==> src/rtl/oh_skid_buffer.sv <==
`default_nettype none
// ============================================================================
// Module      : oh_skid_buffer
// Description : Two-entry registered valid/ready pipeline stage. Every output
//               (in_ready, out_valid, out_data, count) comes straight from a
//               flop, so neither the forward data/valid path nor the backward
//               ready path is combinational through this stage. Sustains one
//               transfer per cycle with no bubbles.
//
// Ports       : clk        - clock, all logic on rising edge
//               nreset     - synchronous active-low reset
//               in_valid   - upstream data valid
//               in_data    - upstream data [N-1:0]
//               in_ready   - stage can accept (registered, depends on state only)
//               out_valid  - output data valid (registered)
//               out_data   - output data [N-1:0] (registered, main entry)
//               out_ready  - downstream accepts
//               count      - occupancy 0..2 (registered)
//
// Revision    : 1.0 - initial release
// ============================================================================
module oh_skid_buffer #(
    parameter int N = 32
) (
    input  logic         clk,
    input  logic         nreset,
    input  logic         in_valid,
    input  logic [N-1:0] in_data,
    output logic         in_ready,
    output logic         out_valid,
    output logic [N-1:0] out_data,
    input  logic         out_ready,
    output logic [1:0]   count
);

    // State encoding: value equals the number of stored entries.
    localparam logic [1:0] c_st_empty = 2'd0;
    localparam logic [1:0] c_st_one   = 2'd1;
    localparam logic [1:0] c_st_full  = 2'd2;

    logic [1:0]   r_state;
    logic [1:0]   w_state_nxt;
    logic [N-1:0] r_main;
    logic [N-1:0] w_main_nxt;
    logic [N-1:0] r_skid;
    logic [N-1:0] w_skid_nxt;
    logic         r_in_ready;
    logic         r_out_valid;
    logic [1:0]   r_count;
    logic         w_in_xfer;
    logic         w_out_xfer;

    assign w_in_xfer  = in_valid & r_in_ready;
    assign w_out_xfer = r_out_valid & out_ready;

    // Next-state and datapath selection.
    always_comb begin
        w_state_nxt = r_state;
        w_main_nxt  = r_main;
        w_skid_nxt  = r_skid;
        case (r_state)
            c_st_empty: begin
                if (w_in_xfer) begin
                    w_state_nxt = c_st_one;
                    w_main_nxt  = in_data;
                end
            end
            c_st_one: begin
                if (w_in_xfer && w_out_xfer) begin
                    w_main_nxt = in_data;
                end else if (w_in_xfer) begin
                    // Main is stalled; park the new word in the skid slot.
                    w_state_nxt = c_st_full;
                    w_skid_nxt  = in_data;
                end else if (w_out_xfer) begin
                    w_state_nxt = c_st_empty;
                end
            end
            c_st_full: begin
                // in_ready is low here, so only the drain case exists.
                if (w_out_xfer) begin
                    w_state_nxt = c_st_one;
                    w_main_nxt  = r_skid;
                end
            end
            default: begin
                w_state_nxt = c_st_empty;
            end
        endcase
    end

    // Status outputs are registered from the next state so they are
    // glitch-free flop outputs yet reflect the new state in the same cycle.
    // in_ready stays low through reset and rises one edge after release.
    always_ff @(posedge clk) begin
        if (!nreset) begin
            r_state     <= c_st_empty;
            r_main      <= '0;
            r_skid      <= '0;
            r_in_ready  <= 1'b0;
            r_out_valid <= 1'b0;
            r_count     <= 2'd0;
        end else begin
            r_state     <= w_state_nxt;
            r_main      <= w_main_nxt;
            r_skid      <= w_skid_nxt;
            r_in_ready  <= (w_state_nxt != c_st_full);
            r_out_valid <= (w_state_nxt != c_st_empty);
            r_count     <= w_state_nxt;
        end
    end

    assign in_ready  = r_in_ready;
    assign out_valid = r_out_valid;
    assign out_data  = r_main;
    assign count     = r_count;

endmodule
`default_nettype wire

==> config.mk <==
export PLATFORM = sky130hd
export DESIGN_NAME = oh_skid_buffer
export DESIGN_NICKNAME = d
export VERILOG_FILES = /design/src/rtl/oh_skid_buffer.sv
export SDC_FILE = /design/constraint.sdc
export NUM_CORES = 1
export LEC_CHECK = 0
export BUFFER_PORTS_ARGS = -buffer_cell sky130_fd_sc_hd__buf_2
export CORE_MARGIN = 3
export CORE_UTILIZATION = 33
export CTS_BUF_LIST = sky130_fd_sc_hd__clkbuf_4
export CTS_CLUSTER_DIAMETER = 40
export DETAILED_ROUTE_END_ITERATION = 8
export PLACE_DENSITY = 0.59
export SYNTH_ARGS = -nofsm -noshare
export SYNTH_HDL_FRONTEND = slang
export SYNTH_SLANG_ARGS = --single-unit
==> constraint.sdc <==
create_clock -name clk -period 1.7 [get_ports clk]
set_input_delay 0 -clock clk [delete_from_list [all_inputs] [get_ports clk]]
set_output_delay 0 -clock clk [all_outputs]
set_load 0.01 [all_outputs]
==> results.sh <==
export IMPL_outcome="finished, final reports clean"
export IMPL_muxShareOfSynthArea_pct=9.581
export IMPL_synthFlopType="dfxtp_1"
export IMPL_final_nets=446
export IMPL_yosysMostFrequentCell="dfxtp_1"
export IMPL_cp_start_kind="register"
export IMPL_rows=36
export IMPL_cp_required_ns=1.98
export IMPL_power_mw=3.597
export IMPL_post_route_period_util_pct=86.26
export IMPL_yosysUniqueCellTypes=29
export IMPL_antenna_found_initial=0
export IMPL_wire_per_inst_um=16.42
export IMPL_grt_pass1_vias=2879
export IMPL_syn_to_final_growth_pct=27.81
export IMPL_synth_compound_area_share_pct=34.51
export IMPL_ys_seq_area_share_pct=40.72
export IMPL_drive_above_1_share_pct=39.52
export IMPL_synth_seq_cells=68
export IMPL_skew_ns=0.01806
export IMPL_critical_path_max_fanout=28
export IMPL_io_buffers=71
export IMPL_wl_um=9000
export IMPL_tritoncts="built"
export IMPL_place_gp_congestion=0.7471
export IMPL_post_cts_buffers=0
export IMPL_fp_dieArea_um2=11370
export IMPL_drt_iter0_markers=107
export IMPL_overflow=0
export IMPL_powerDensity_nw_per_um2=841.9
export IMPL_tightestPinTransition_ns=0.3829
export IMPL_synthTopCellsByCount="dfxtp_1, a211oi_2, a21oi_1, mux2i_1, nand3_1"
export IMPL_cts_buffers=9
export IMPL_coreArea_um2=9819
export IMPL_fin_crit_ns=1.466
export IMPL_synth_top_area_cell="dfxtp_1"
export IMPL_die_w_um=106.7
export IMPL_n_antenna_cell=0
export IMPL_grt_use_total_pct=16.38
export IMPL_synth_top_family_by_area="compound AO/OA/AOI/OAI gates"
export IMPL_utilization_pct=43.51
export IMPL_yosysTopAreaCellShare_pct=40.72
export IMPL_p_leak_nw=1.764
export IMPL_insertion_delay_ns=0.42
export IMPL_antenna_left=0
export IMPL_hold_path_class="in -> reg"
export IMPL_routed_via_density=5.203
export IMPL_clk_path_buf_depth=2
export IMPL_critical_path_startpoint="count[1]$_SDFF_PN0_"
export IMPL_hpwl_um=5266
export IMPL_yosys_area_share_simple_pct=7.223
export IMPL_cp_top_family="flip-flops"
export IMPL_min_from="out_ready"
export IMPL_critPathMaxStageDelay_ns=0.49
export IMPL_synth_edf_count=0
export IMPL_cp_arrival_ns=1.75
export IMPL_synthAdderAreaFrac_pct=0
export IMPL_synth_area_top_cells="dfxtp_1, a211oi_2, mux2i_1, a21oi_1, nand3_1"
export IMPL_critPathCaptureType="register"
export IMPL_ys_warnings_count=0
export IMPL_syn_nets=354
export IMPL_cts_root_buf="clkbuf_4"
export IMPL_first_pass_iters=6
export IMPL_hold_viol=0
export IMPL_clk_pin_slew_ns=0.11
export IMPL_drc_errors=0
export IMPL_vdd_ir_drop_max_uv=375.1
export IMPL_synth_xor_area_share_pct=0
export IMPL_final_setup_viol_count=0
export IMPL_synthCells=318
export IMPL_grt_max_degree=67
export IMPL_syn_mean_instance_area_um2=10.51
export IMPL_worst_slack_ns=0.2336
export IMPL_rsz0062_at_grt="false"
export IMPL_synth_cell_area_um2=3343
export IMPL_io_pins=72
export IMPL_num_vias=2851
export IMPL_cts_resized=0
export IMPL_start_util_pct=34.05
export IMPL_criticalPathCategory="reg -> reg"
export IMPL_worstReg2RegStart="count[1]$_SDFF_PN0_"
export IMPL_drv_cap=0
export IMPL_dp_slack_ns=0.2835
export IMPL_crit_chain="and3b_2 -> buf_12 -> a211oi_1 -> a211oi_2"
export IMPL_critPathSlowestCell="dfxtp_1"
export IMPL_clkSinkCount=68
export IMPL_path_buf_inv=1
export IMPL_drv_slew=0
export IMPL_slew_headroom_pct=74.47
export IMPL_fmax_mhz=681.9
export IMPL_grt_pass1_wl_um=14910
export IMPL_die_h_um=106.7
export IMPL_htree_levels=3
export IMPL_setup_tns_ns=0
export IMPL_ys_async_sr_fraction_pct=0
==> layout make-up <==
type / count / area (um2)
well taps: 133 / 166.4
multi-input cells: 211 / 1735
inverters: 1 / 3.754
repair buffers: 119 / 875.8
fillers: 987 / 5547
clock inverters: 6 / 55.05
clock buffers: 10 / 75.07
flip-flops and latches: 68 / 1361
==> through the flow <==
step	cell area, um2	instances	hold WS [ns]
floorplan	3343	318	0.1217
global placement	3802	498	0.2564
detailed placement	3802	498	0.2605
CTS	4273	548	0.1275
global route	4273	548	0.1586
finish	4273	548	0.1517
==> per-layer routing <==
| metal | wire [um] | track usage, % | vias up |
|---|---|---|---|
| met3 | 451 | 4.937 | 9 |
| li1 | - | - | 1387 |
| met5 | 0 | 0 | - |
| met2 | 4446 | 28.19 | 59 |
| met4 | 82 | 4.110 | 0 |
| met1 | 4019 | 19.98 | 1396 |
==> cells in the final DEF (no fill, tap or decap), types with 2 or more instances in the layout <==
master	count
nand3_1	32
buf_12	6
clkinv_1	3
mux2i_1	32
dfxtp_1	68
a211oi_1	6
dlygate4sd3_1	34
a21oi_1	32
nand3b_1	2
o21ai_0	31
o21ai_1	2
a211oi_2	58
buf_2	71
nand2_1	2
clkbuf_4	10
buf_4	8
==> what timing repair did <==
action / in CTS / in global routing
hold buffers: 34 / 0
endpoints found under the setup margin: 0 / 0
endpoints found under the hold margin: 68 / 0
==> flip-flops by register name, summed over array words and instances (netlist names) <==
name       cells
out_data      32
r_skid        32
out_valid      1
in_ready       1
count          2
==> worst reg2reg max path, cell delays in order (launching register included) <==
cell,delay [ns]
dfxtp_1,0.49
and3b_2,0.30
buf_12,0.19
a211oi_1,0.30
a211oi_2,0.07
==> cell families (layout without fill, tap and decap cells) <==
group	Yosys count	in the layout
simple gates	44	44
mux	32	32
compound gates	135	135
buf+inv	39	136
flops	68	68
==> worst paths after layout <==
check / slack, ns / endpoint / cells after the start
max: 0.23 / out_data[2]$_SDFFE_PN0P_ / 4
min: 0.15 / in_ready$_SDFF_PN0_ / 4
max reg2reg: 0.23 / out_data[2]$_SDFFE_PN0P_ / 4
min reg2reg: 0.48 / r_skid[1]$_SDFFE_PN0P_ / 2
==> report_power, final <==
part / switching (mW) / internal [mW]
clock network: 0.591 / 0.452
registers: 0.0667 / 1.68
logic: 0.430 / 0.373
Power figures use the tool's default switching activity.
